$ cat config.mk
export PLATFORM = sky130hd
export DESIGN_NAME = serial_addsub
export DESIGN_NICKNAME = d
export VERILOG_FILES = /design/src/rtl/serial_addsub.sv
export SDC_FILE = /design/constraint.sdc
export NUM_CORES = 1
export LEC_CHECK = 0
export ABC_AREA = 1
export ABC_CLOCK_PERIOD_IN_PS = 1800
export BUFFER_PORTS_ARGS = -buffer_cell sky130_fd_sc_hd__buf_2
export CORE_ASPECT_RATIO = 1.4
export CORE_UTILIZATION = 50
export CTS_CLUSTER_SIZE = 8
export DETAILED_ROUTE_END_ITERATION = 7
export PLACE_DENSITY_LB_ADDON = 0.15
export SLEW_MARGIN = 5
export SYNTH_ARGS = -nofsm -noshare
export SYNTH_HDL_FRONTEND = slang
export SYNTH_SLANG_ARGS = --single-unit
$ cat constraint.sdc
create_clock -name clk -period 1.8 [get_ports clk]
set_input_delay 0.18 -clock clk [delete_from_list [all_inputs] [get_ports clk]]
set_output_delay 0.18 -clock clk [all_outputs]
set_load 0.03 [all_outputs]
$ cat src/rtl/serial_addsub.sv
// serial_addsub: multi-cycle add/subtract unit with registered NZCV flags.
// The operands are processed SLICE bits per clock, starting with the LSB slice.
// The carry is chained from one cycle to the next.
//
// Ports:
//   clk, rst             clock; synchronous active-high reset
//   in_valid/in_ready    operand handshake (opA, opB, sel)
//   out_valid/out_ready  result handshake (res, z, c, v, n, err)
//   sel                  000 ADD, 001 SUB, 010 RSB (B-A), 011 CMP; others illegal
//
// state | meaning
// IDLE  | waiting for an operation, in_ready=1
// CALC  | one slice per clock, slice counter counts 0..N-1
// ERR   | illegal sel accepted; one-cycle turnaround before DONE
// DONE  | res/flags held, out_valid=1 until out_ready
module serial_addsub #(
  parameter int WIDTH = 32,
  parameter int SLICE = 8
) (
  input  logic             clk,
  input  logic             rst,
  input  logic             in_valid,
  output logic             in_ready,
  input  logic [WIDTH-1:0] opA,
  input  logic [WIDTH-1:0] opB,
  input  logic [2:0]       sel,
  output logic             out_valid,
  input  logic             out_ready,
  output logic [WIDTH-1:0] res,
  output logic             z,
  output logic             c,
  output logic             v,
  output logic             n,
  output logic             err
);

  localparam int N  = WIDTH / SLICE;
  localparam int CW = (N > 1) ? $clog2(N) : 1;

  typedef enum logic [1:0] {IDLE, CALC, ERR, DONE} state_t;

  state_t           state, state_nxt;
  logic [CW-1:0]    cnt;
  logic [WIDTH-1:0] x_sh, y_sh;
  logic             carry;
  logic             zacc;
  logic             is_cmp;
  logic [SLICE:0]   sum;
  logic             legal;
  logic             last;

  assign legal = (sel[2] == 1'b0);
  assign last  = (cnt == CW'(N - 1));

  // x_sh/y_sh shift right every CALC cycle, so the active slice is always
  // in the low SLICE bits.
  assign sum = {1'b0, x_sh[SLICE-1:0]} + {1'b0, y_sh[SLICE-1:0]} + {{SLICE{1'b0}}, carry};

  always_ff @(posedge clk) begin
    if (rst) state <= IDLE;
    else     state <= state_nxt;
  end

  always_comb begin
    state_nxt = state;
    in_ready  = 1'b0;
    out_valid = 1'b0;
    case (state)
      IDLE: begin
        in_ready = 1'b1;
        if (in_valid) state_nxt = legal ? CALC : ERR;
      end
      CALC: if (last) state_nxt = DONE;
      ERR:  state_nxt = DONE;
      DONE: begin
        out_valid = 1'b1;
        if (out_ready) state_nxt = IDLE;
      end
      default: state_nxt = IDLE;
    endcase
  end

  always_ff @(posedge clk) begin
    if (rst) begin
      cnt    <= '0;
      x_sh   <= '0;
      y_sh   <= '0;
      carry  <= 1'b0;
      zacc   <= 1'b0;
      is_cmp <= 1'b0;
      res    <= '0;
      z      <= 1'b0;
      c      <= 1'b0;
      v      <= 1'b0;
      n      <= 1'b0;
      err    <= 1'b0;
    end else begin
      case (state)
        IDLE: begin
          if (in_valid) begin
            cnt    <= '0;
            zacc   <= 1'b1;
            is_cmp <= (sel == 3'b011);
            if (legal) err <= 1'b0;
            case (sel)
              3'b000: begin
                x_sh  <= opA;
                y_sh  <= opB;
                carry <= 1'b0;
              end
              3'b001, 3'b011: begin
                x_sh  <= opA;
                y_sh  <= ~opB;
                carry <= 1'b1;
              end
              3'b010: begin
                x_sh  <= opB;
                y_sh  <= ~opA;
                carry <= 1'b1;
              end
              default: ;
            endcase
          end
        end
        CALC: begin
          x_sh  <= x_sh >> SLICE;
          y_sh  <= y_sh >> SLICE;
          carry <= sum[SLICE];
          zacc  <= zacc & (sum[SLICE-1:0] == '0);
          if (!is_cmp) begin
            for (int k = 0; k < N; k++)
              if (cnt == CW'(k)) res[k*SLICE +: SLICE] <= sum[SLICE-1:0];
          end
          if (last) begin
            // On the final slice, the low bits of x_sh/y_sh hold the operand MSB slice.
            c <= sum[SLICE];
            z <= zacc & (sum[SLICE-1:0] == '0);
            n <= sum[SLICE-1];
            v <= (x_sh[SLICE-1] == y_sh[SLICE-1]) && (sum[SLICE-1] != x_sh[SLICE-1]);
          end else begin
            cnt <= cnt + 1'b1;
          end
        end
        ERR: begin
          res <= '0;
          z   <= 1'b0;
          c   <= 1'b0;
          v   <= 1'b0;
          n   <= 1'b0;
          err <= 1'b1;
        end
        default: ;
      endcase
    end
  end

endmodule

After elaboration in Yosys (flattened, before gate mapping)
Cells that the tools add are included.

word-level totals
  register bits after elaboration = 108
  word-level logic and storage cells = 107
  output and inout port bits = 39
  input bits = 71

cells by class
  reductions and logical operators = 24
  add/subtract/negate cells = 3
  bitwise logic cells = 3
  multiplexer cells = 38
  eq/ne operators = 23

operators with widths
  kind                                                 number
  one-hot mux 32 bit (2 select lines)                  4
  2-to-1 mux 32 bit                                    3
  one-hot mux 32 bit (3 select lines)                  1
  NOT 32 bit                                           2
  2-to-1 mux 8 bit                                     4
  AND reduction 3 bit                                  10
  != test 2 bit, second input constant                 9
  one-hot mux 1 bit (2 select lines)                   8
  2-to-1 mux 2 bit                                     6
  2-to-1 mux 1 bit                                     10
  adder 8 x 8 -> 9 bit                                 1
  adder 9 x 1 -> 9 bit                                 1
  equality test 2 bit, second input constant           4
  zero test 8 bit                                      1
  one-hot mux 2 bit (4 select lines)                   1
  equality test 3 x 2 -> 1 bit, second input constant  2
  != test 3 bit, second input constant                 2
  AND reduction 2 bit                                  3
  nonzero test 2 bit                                   3
  OR reduction 3 bit                                   2
  equality test 2 x 1 -> 1 bit, second input constant  2
  zero test 2 bit                                      2
  != test 4 bit, second input constant                 1
  one-hot mux 2 bit (2 select lines)                   1
  8 further kinds                                      8

Longest topological paths before layout
Gate-level depths: netlist of run 1.

  depth after elaboration = 6
  mapped depth = 13
  gate-level depth less buffers = 12

Worst setup path before layout of run 1
No wires, ideal clock.

  kind = register -> register
  from = reg x_sh[0]
  to = reg res[22]
  arrival = 1867 ps
  path buffers = 0
  setup time = 70 ps
  stages on the path, launching flop included = 11
  clock period less this slack = 1937 ps
  setup slack = -137 ps
  required time = 1730 ps
  cell sequence = dfxtp_1 > inv_1 > fa_1 > fa_1 > inv_1 > nand2_1 > nand3_1 > nand2_1 > a21oi_1 > nand2_1 > a21oi_1

on the way
  word-level cells in the longest chain between the ends = 5

RTL lines
  element                              RTL line  RTL
  start: declaration                   44        logic [WIDTH-1:0] x_sh, y_sh;
  start signal: assignment             107       x_sh <= opA;
  start signal: assignment             112       x_sh <= opA;
  start signal: assignment             117       x_sh <= opB;
  adder 8 x 8 -> 9 bit                 57        assign sum = {1'b0, x_sh[SLICE-1:0]} + {1'b0, y_sh[SLICE-1:0]} + {{SLICE{1'b0}}, carry};
  adder 9 x 1 -> 9 bit                 57
  2-to-1 mux 8 bit                     132       if (cnt == CW'(k)) res[k*SLICE +: SLICE] <= sum[SLICE-1:0];
  2-to-1 mux 32 bit                    130       if (!is_cmp) begin
  one-hot mux 32 bit (2 select lines)  98        case (state)
  end signal: indexed assignment       132
  end: declaration                     29        output logic [WIDTH-1:0] res,

No other way between the ends. The select of a mux whose other input is x is not followed.
A chain may end at the register's enable or synchronous reset.

Final worst setup path of run 1
  from = reg x_sh[0]
  to = reg z

on the way
  word-level cells in the longest chain between the ends = 6

RTL lines
  element                             RTL line  RTL
  adder 8 x 8 -> 9 bit                57
  adder 9 x 1 -> 9 bit                57
  zero test 8 bit                     137       z <= zacc & (sum[SLICE-1:0] == '0);
  bitwise AND 1 bit                   137
  2-to-1 mux 1 bit                    134       if (last) begin
  one-hot mux 1 bit (2 select lines)  98
  end signal: assignment              137
  end: declaration                    30        output logic z,

No other way between the ends. The select of a mux whose other input is x is not followed.

==> results by group, run 1 <==
Power
  – P_leak: 3.38 nW
  – Max VDD drop: 0.644 mV
  – PD cells: 1820 nW/um^2
  – Total Power: 13.1 mW

Critical path
  – Setup CP Type: reg2reg
  – CP endpoint kind: register
  – Arrival time at the worst endpoint: 2330 ps
  – Critical Path RT: 2070 ps
  – Worst Path Max Fanout: 2
  – Crit-path cells: inv_2, fa_2, fa_2, nand3_1, nor2_1, nand3_2, nor2_2, nand4_1, a21oi_1
  – Slowest cell on crit path: fa_2
  – Crit path top cell by count: fa_2
  – Critical Path Source Type: register
  – Slowest cell delay on critical path: 540 ps

Place
  – I/O Buffers: 109
  – Final Wtd Congestion: 0.881
  – Pre-CTS setup slack: -194 ps
  – Hpwl dp: 12,000 um

Yosys
  – Unique cell type count in the Yosys netlist: 32
  – Avg Synthesized Cell Area: 6.82 um^2
  – Most frequent cells after synthesis: 202 x nand2_1, 109 x a21oi_1, 108 x dfxtp_1, 108 x o21ai_0, 72 x nor2_1
  – Synth Warn #: 0
  – Syn nets: 933
  – Seq/Total Area, Yosys: 0.375
  – #FFs+latches synth: 108
  – Post-Syn Instances: 845
  – Syn Std Cell Area: 5770 um^2
  – Most common cell in the netlist: nand2_1
  – Fraction of registers with async set/reset: 0
  – Yosys top cell by area: dfxtp_1
  – Synth area leaders: dfxtp_1 38%, nand2_1 13%, a21oi_1 9.5%
  – Post-synth top area share: 0.375
  – Post-synth EDFFs: 0
  – Main synth FF type: dfxtp_1

CTS
  – Skew-Pair Late Insertion Delay: 340 ps
  – Clock root cell: clkbuf_16
  – H-tree depth: 3
  – Inserted Clock Buffers: 9
  – # clock sinks: 108
  – CTS tree: built
  – Worst-path clk slew: 70 ps
  – Clk buf depth: 2
  – CTS Hold Buffers Added: 0

Global routing
  – Wire length of the first global-routing pass: 27,400 um
  – Initial antenna violation count: 0
  – Number of global-route vias before repair: 5,971
  – Gr usage total: 0.287
  – Grt total ovfl: 0
  – Largest net degree at the start of global routing: 57

STA
  – Unrepaired setup endpoints after global routing: yes
  – Fraction of the cycle the final worst path needs: 1.15
  – Slew @ Worst Pin: 555 ps
  – Max Fclk: 0.485 GHz
  – Final min period: 2060 ps
  – Setup slack after layout: -263 ps
  – Worst Skew: 6.08 ps
  – Slew HR: 0.630
  – Slew Viols, Final: 0
  – Final setup violation count: 29
  – Final Hold Fails: 0

Min path
  – Tightest Hold Check Type: in2reg

Final layout
  – Area growth, synth to finish: 25.2%
  – # fillers: 1,079
  – Nets: 1,052
  – Share of cells above drive strength 1: 0.234
  – FF/Latch Area: 2170 um^2
  – Antenna diodes: 0
  – Area occupied by multi-input gates: 3230 um^2
  – Fin util: 0.640

Drt
  – Initial DRC Count: 308
  – Drt wl/cell: 15.3 um
  – DRT Pass-1 Iters: 5
  – DRC viols: 0
  – DRT Wirelength: 17,000 um
  – Vias: 6,148
  – Post-route ant nets: 0
  – Vias per inst: 5.52

Status
  – Failing checks: negative setup slack
  – Status: finished with violations

Floorplanning
  – I/O Pins: 110
  – Initial Util: 0.511
  – Core area: 11,300 um^2
  – Height of the die: 129 um
  – Row count: 46
  – Chip Width: 92.8 um
  – Die area: 12,000 um^2

Flow run
  – Maximum capacitance violations: 0
cell type report:
class                   count  share of cell area
clock buffers              16              0.0418
well taps                 144              0.0250
flip-flops and latches    108               0.300
repair buffers            160               0.148
multi-input cells         615               0.448
inverters                  70              0.0368
worst max-delay path, delay by kind of cell, from the launching register on:
family,cells,cell delay (ps)
flops,1,320
fa+ha+maj,2,940
buf+inv,1,40
simple gates,5,560
compound gates,1,130
stage by stage:
step	instance area (um^2)	hold WS, ps	std cells	TNS, ps
6_report	7220	189	1113	-3200
5_1_grt	7220	212	1113	-6240
4_1_cts	7110	182	1112	-2120
3_5_place_dp	6740	454	1094	-2490
3_3_place_gp	6740	444	1094	-1600
2_1_floorplan	5780	374	845	-113
placed cells by master, fill, tap and decap left out, types with 2 or more instances in the layout:
cell type,count
nand2_1,189
buf_2,109
a21oi_1,106
dfxtp_1,105
o21ai_0,104
nor2_1,68
inv_1,57
buf_4,39
a31oi_1,25
o21bai_1,23
ha_1,14
o211ai_1,12
nand2_2,11
buf_12,11
inv_2,10
clkbuf_16,9
o221ai_1,8
o21ai_1,7
nand3_2,7
o21a_1,7
nand3_1,5
clkbuf_8,5
nor2_2,4
nor2_4,4
nand2_4,3
a21oi_2,3
dfxtp_2,3
clkinv_1,2
nand4_1,2
nor3_1,2
fa_2,2
clkbuf_1,2
per-layer routing:
| metal | part of all wire | track usage | wire length [um] |
|---|---|---|---|
| met5 | 0 | 0 | 0 |
| met4 | 0.043 | 0.145 | 738 |
| met3 | 0.048 | 0.0376 | 814 |
| met2 | 0.50 | 0.519 | 8490 |
| met1 | 0.41 | 0.330 | 6950 |
sequential cells by signal (all words and copies together) (netlist names), 2 cells and up:
register	flops
cnt	2
res	32
state	2
x_sh	32
y_sh	32
cell families (layout without fill, tap and decap cells):
family / Yosys count / in the layout / share of synthesized area
simple gates: 299 / 299 / 0.204
compound gates: 297 / 297 / 0.287
buf+inv: 122 / 246 / 0.0909
flops: 108 / 108 / 0.375
fa+ha+maj: 17 / 17 / 0.0395
xor+xnor: 2 / 2 / 0.00304
repair_timing:
action / CTS / global route
gates resized for setup: 17 / 33
setup buffers: 3 / 2
pin swaps: 9 / 22
setup endpoints to repair: 23 / 87
report_power, final:
part / switching (mW) / internal, mW
Clock: 0.841 / 1.13
Sequential: 0.489 / 3.24
Combinational: 4.59 / 2.86
worst paths after layout:
path / from / to / slack [ps] / cells after the start
worst max register to register: x_sh[0] / z / -260 / 9
worst min register to register: res[9] / res[9] / 460 / 2
worst max-delay path: x_sh[0] / z / -260 / 9
worst min-delay path: opB[30] / x_sh[30] / 190 / 3
(Power assumes the default switching activity.)
==> run 2, diff against run 1 <==
--- a/config.mk
+++ b/config.mk
@@ -13,6 +13,7 @@
 export CTS_CLUSTER_SIZE = 8
 export DETAILED_ROUTE_END_ITERATION = 7
 export PLACE_DENSITY_LB_ADDON = 0.15
+export REMOVE_ABC_BUFFERS = 1
 export SLEW_MARGIN = 5
 export SYNTH_ARGS = -nofsm -noshare
 export SYNTH_HDL_FRONTEND = slang
==> results by group, run 2 (synthesized netlist as in run 1, its figures left out) <==
Critical path
  – FF-to-FF path depth: 12
  – CP endpoint kind: register
  – Arrival time at the worst endpoint: 2360 ps
  – Critical Path Source Type: register
  – Worst Path Max Fanout: 4
  – Slowest cell on crit path: fa_2
  – Critical Path RT: 2080 ps
  – Slowest cell delay on critical path: 410 ps
  – Largest delay contributor family on the critical path: adder cells
  – Crit-path cells: inv_2, fa_2, fa_2, inv_2, buf_6, nand3_4, nand3_2, nand2_2, buf_6, nor2_4, nand2_2, a21oi_2
  – Crit path buf inv count: 4
  – Setup CP Type: reg2reg
  – WP depth: 12

Power
  – Logic gate share of total power: 0.585
  – Max VDD drop: 0.773 mV
  – Total Power: 13.4 mW
  – P_sw: 6.18 mW
  – PD cells: 1840 nW/um^2
  – Sequential share of power: 0.275
  – P_leak: 3.40 nW
  – Pint: 7.26 mW
  – Sw frac: 0.460
  – Clk pwr share: 0.140

Place
  – I/O Buffers: 109
  – Hpwl dp: 11,100 um
  – Final Wtd Congestion: 0.874
  – Placed Area: 6650 um^2

Min path
  – Worst hold path stage count: 3
  – Tightest Hold Check Type: in2reg

Final layout
  – Antenna diodes: 0
  – # fillers: 1,045
  – Cell area after layout: 7290 um^2
  – Share of cells above drive strength 1: 0.262
  – Commonest cells after routing, fill and taps aside: 187 x nand2_1, 109 x buf_2, 103 x dfxtp_1
  – Commonest non-fill, non-tap cell in the layout: nand2_1
  – Area growth, synth to finish: 26.5%
  – Nets: 1,058
  – Largest registers: res (32), x_sh (32), y_sh (32)

Drt
  – Initial DRC Count: 346
  – DRT Wirelength: 17,200 um
  – Vias: 6,329
  – Post-route ant nets: 0
  – Drt wl/cell: 15.3 um
  – Vias per inst: 5.66
  – DRC viols: 0
  – DRT Pass-1 Iters: 5

CTS
  – Skew-Pair Late Insertion Delay: 360 ps
  – Clock root cell: clkbuf_16
  – Inserted Clock Buffers: 9
  – # clock sinks: 108
  – Worst-path clk slew: 70 ps
  – H-tree depth: 3
  – CTS tree: built
  – Clk buf depth: 2

Floorplanning
  – Initial Util: 0.511
  – I/O Pins: 110
  – Die area: 12,000 um^2
  – Height of the die: 129 um
  – Core area: 11,300 um^2
  – Chip Width: 92.8 um
  – Row count: 46

Flow run
  – Maximum capacitance violations: 0

Global routing
  – GRT busiest layer: met2
  – Initial antenna violation count: 0
  – Met3 Use GR: 0.0323
  – Grt total ovfl: 0
  – Largest net degree at the start of global routing: 57
  – GRT met2 Usage: 0.518
  – Met1 Track Usage GR: 0.322
  – Number of global-route vias before repair: 5,868
  – Gr usage total: 0.277
  – Wire length of the first global-routing pass: 26,900 um

STA
  – Final min period: 2080 ps
  – Slew HR: 0.448
  – Unrepaired setup endpoints after global routing: yes
  – Final Hold Fails: 0
  – Setup slack after layout: -278 ps
  – Slew @ Worst Pin: 827 ps
  – Max Fclk: 0.481 GHz
  – Total negative setup slack: -3920 ps
  – Slew Viols, Final: 0
  – Final setup violation count: 30
  – Worst Skew: 12.2 ps
  – Fraction of the cycle the final worst path needs: 1.15

Status
  – Status: finished with violations
  – Failing checks: negative setup slack
==> run 2: path summary, 6_finish.rpt <==
path / startpoint / endpoint / slack, ps
worst max-delay path: x_sh[0] / res[12] / -280
worst min register to register: res[8] / res[8] / 460
worst min-delay path: opB[30] / x_sh[30] / 140
worst max register to register: x_sh[0] / res[12] / -280
==> run 2: metal layers <==
layer,share of wire,vias up
li1,-,3069
met1,0.40,2994
met2,0.53,240
met3,0.055,26
met4,0.015,0
met5,0,-
==> run 2: layout make-up <==
| cell class | instances | area (um^2) | share of cell area |
|---|---|---|---|
| timing repair buffer | 166 | 1120 | 0.154 |
| inverter | 70 | 269 | 0.0369 |
| tap | 144 | 180 | 0.0247 |
| clock inverter | 7 | 48.8 | 0.00669 |
| sequential | 108 | 2170 | 0.297 |
| clock buffer | 9 | 225 | 0.0309 |
| multi-input combinational | 615 | 3280 | 0.450 |
==> run 2: tightest hold or removal path: stages <==
cell	delay (ps)
buf_2	100
o21ai_1	80
a21oi_2	100
==> run 2: per-stage QoR <==
| stage | hold WS (ps) | instances | util | setup WS [ps] |
|---|---|---|---|---|
| after detailed placement | 451 | 1093 | 0.589 | -289 |
| after global placement | 446 | 1093 | 0.589 | -247 |
| after global routing | 163 | 1119 | 0.646 | -406 |
| after floorplan | 242 | 793 | - | -1150 |
| final | 143 | 1119 | 0.646 | -278 |
| after CTS | 143 | 1111 | 0.621 | -176 |
==> run 2: power by group through the flow <==
stage	Combinational (mW)	Sequential, mW	Clock [mW]
after CTS	6.91	3.65	1.91
after detailed placement	6.61	3.69	0
after global routing	8.59	3.78	2.00
after global placement	6.46	3.66	0
after floorplan	3.69	4.05	0
final	7.86	3.70	1.88
==> run 2: repair_timing <==
item	CTS	global route
resized for setup	25	61
setup endpoints to repair	31	97
endpoints found under the hold margin	0	0
buffers inserted	2	6
cloned	0	4
hold buffers	0	0
pin swaps	7	30
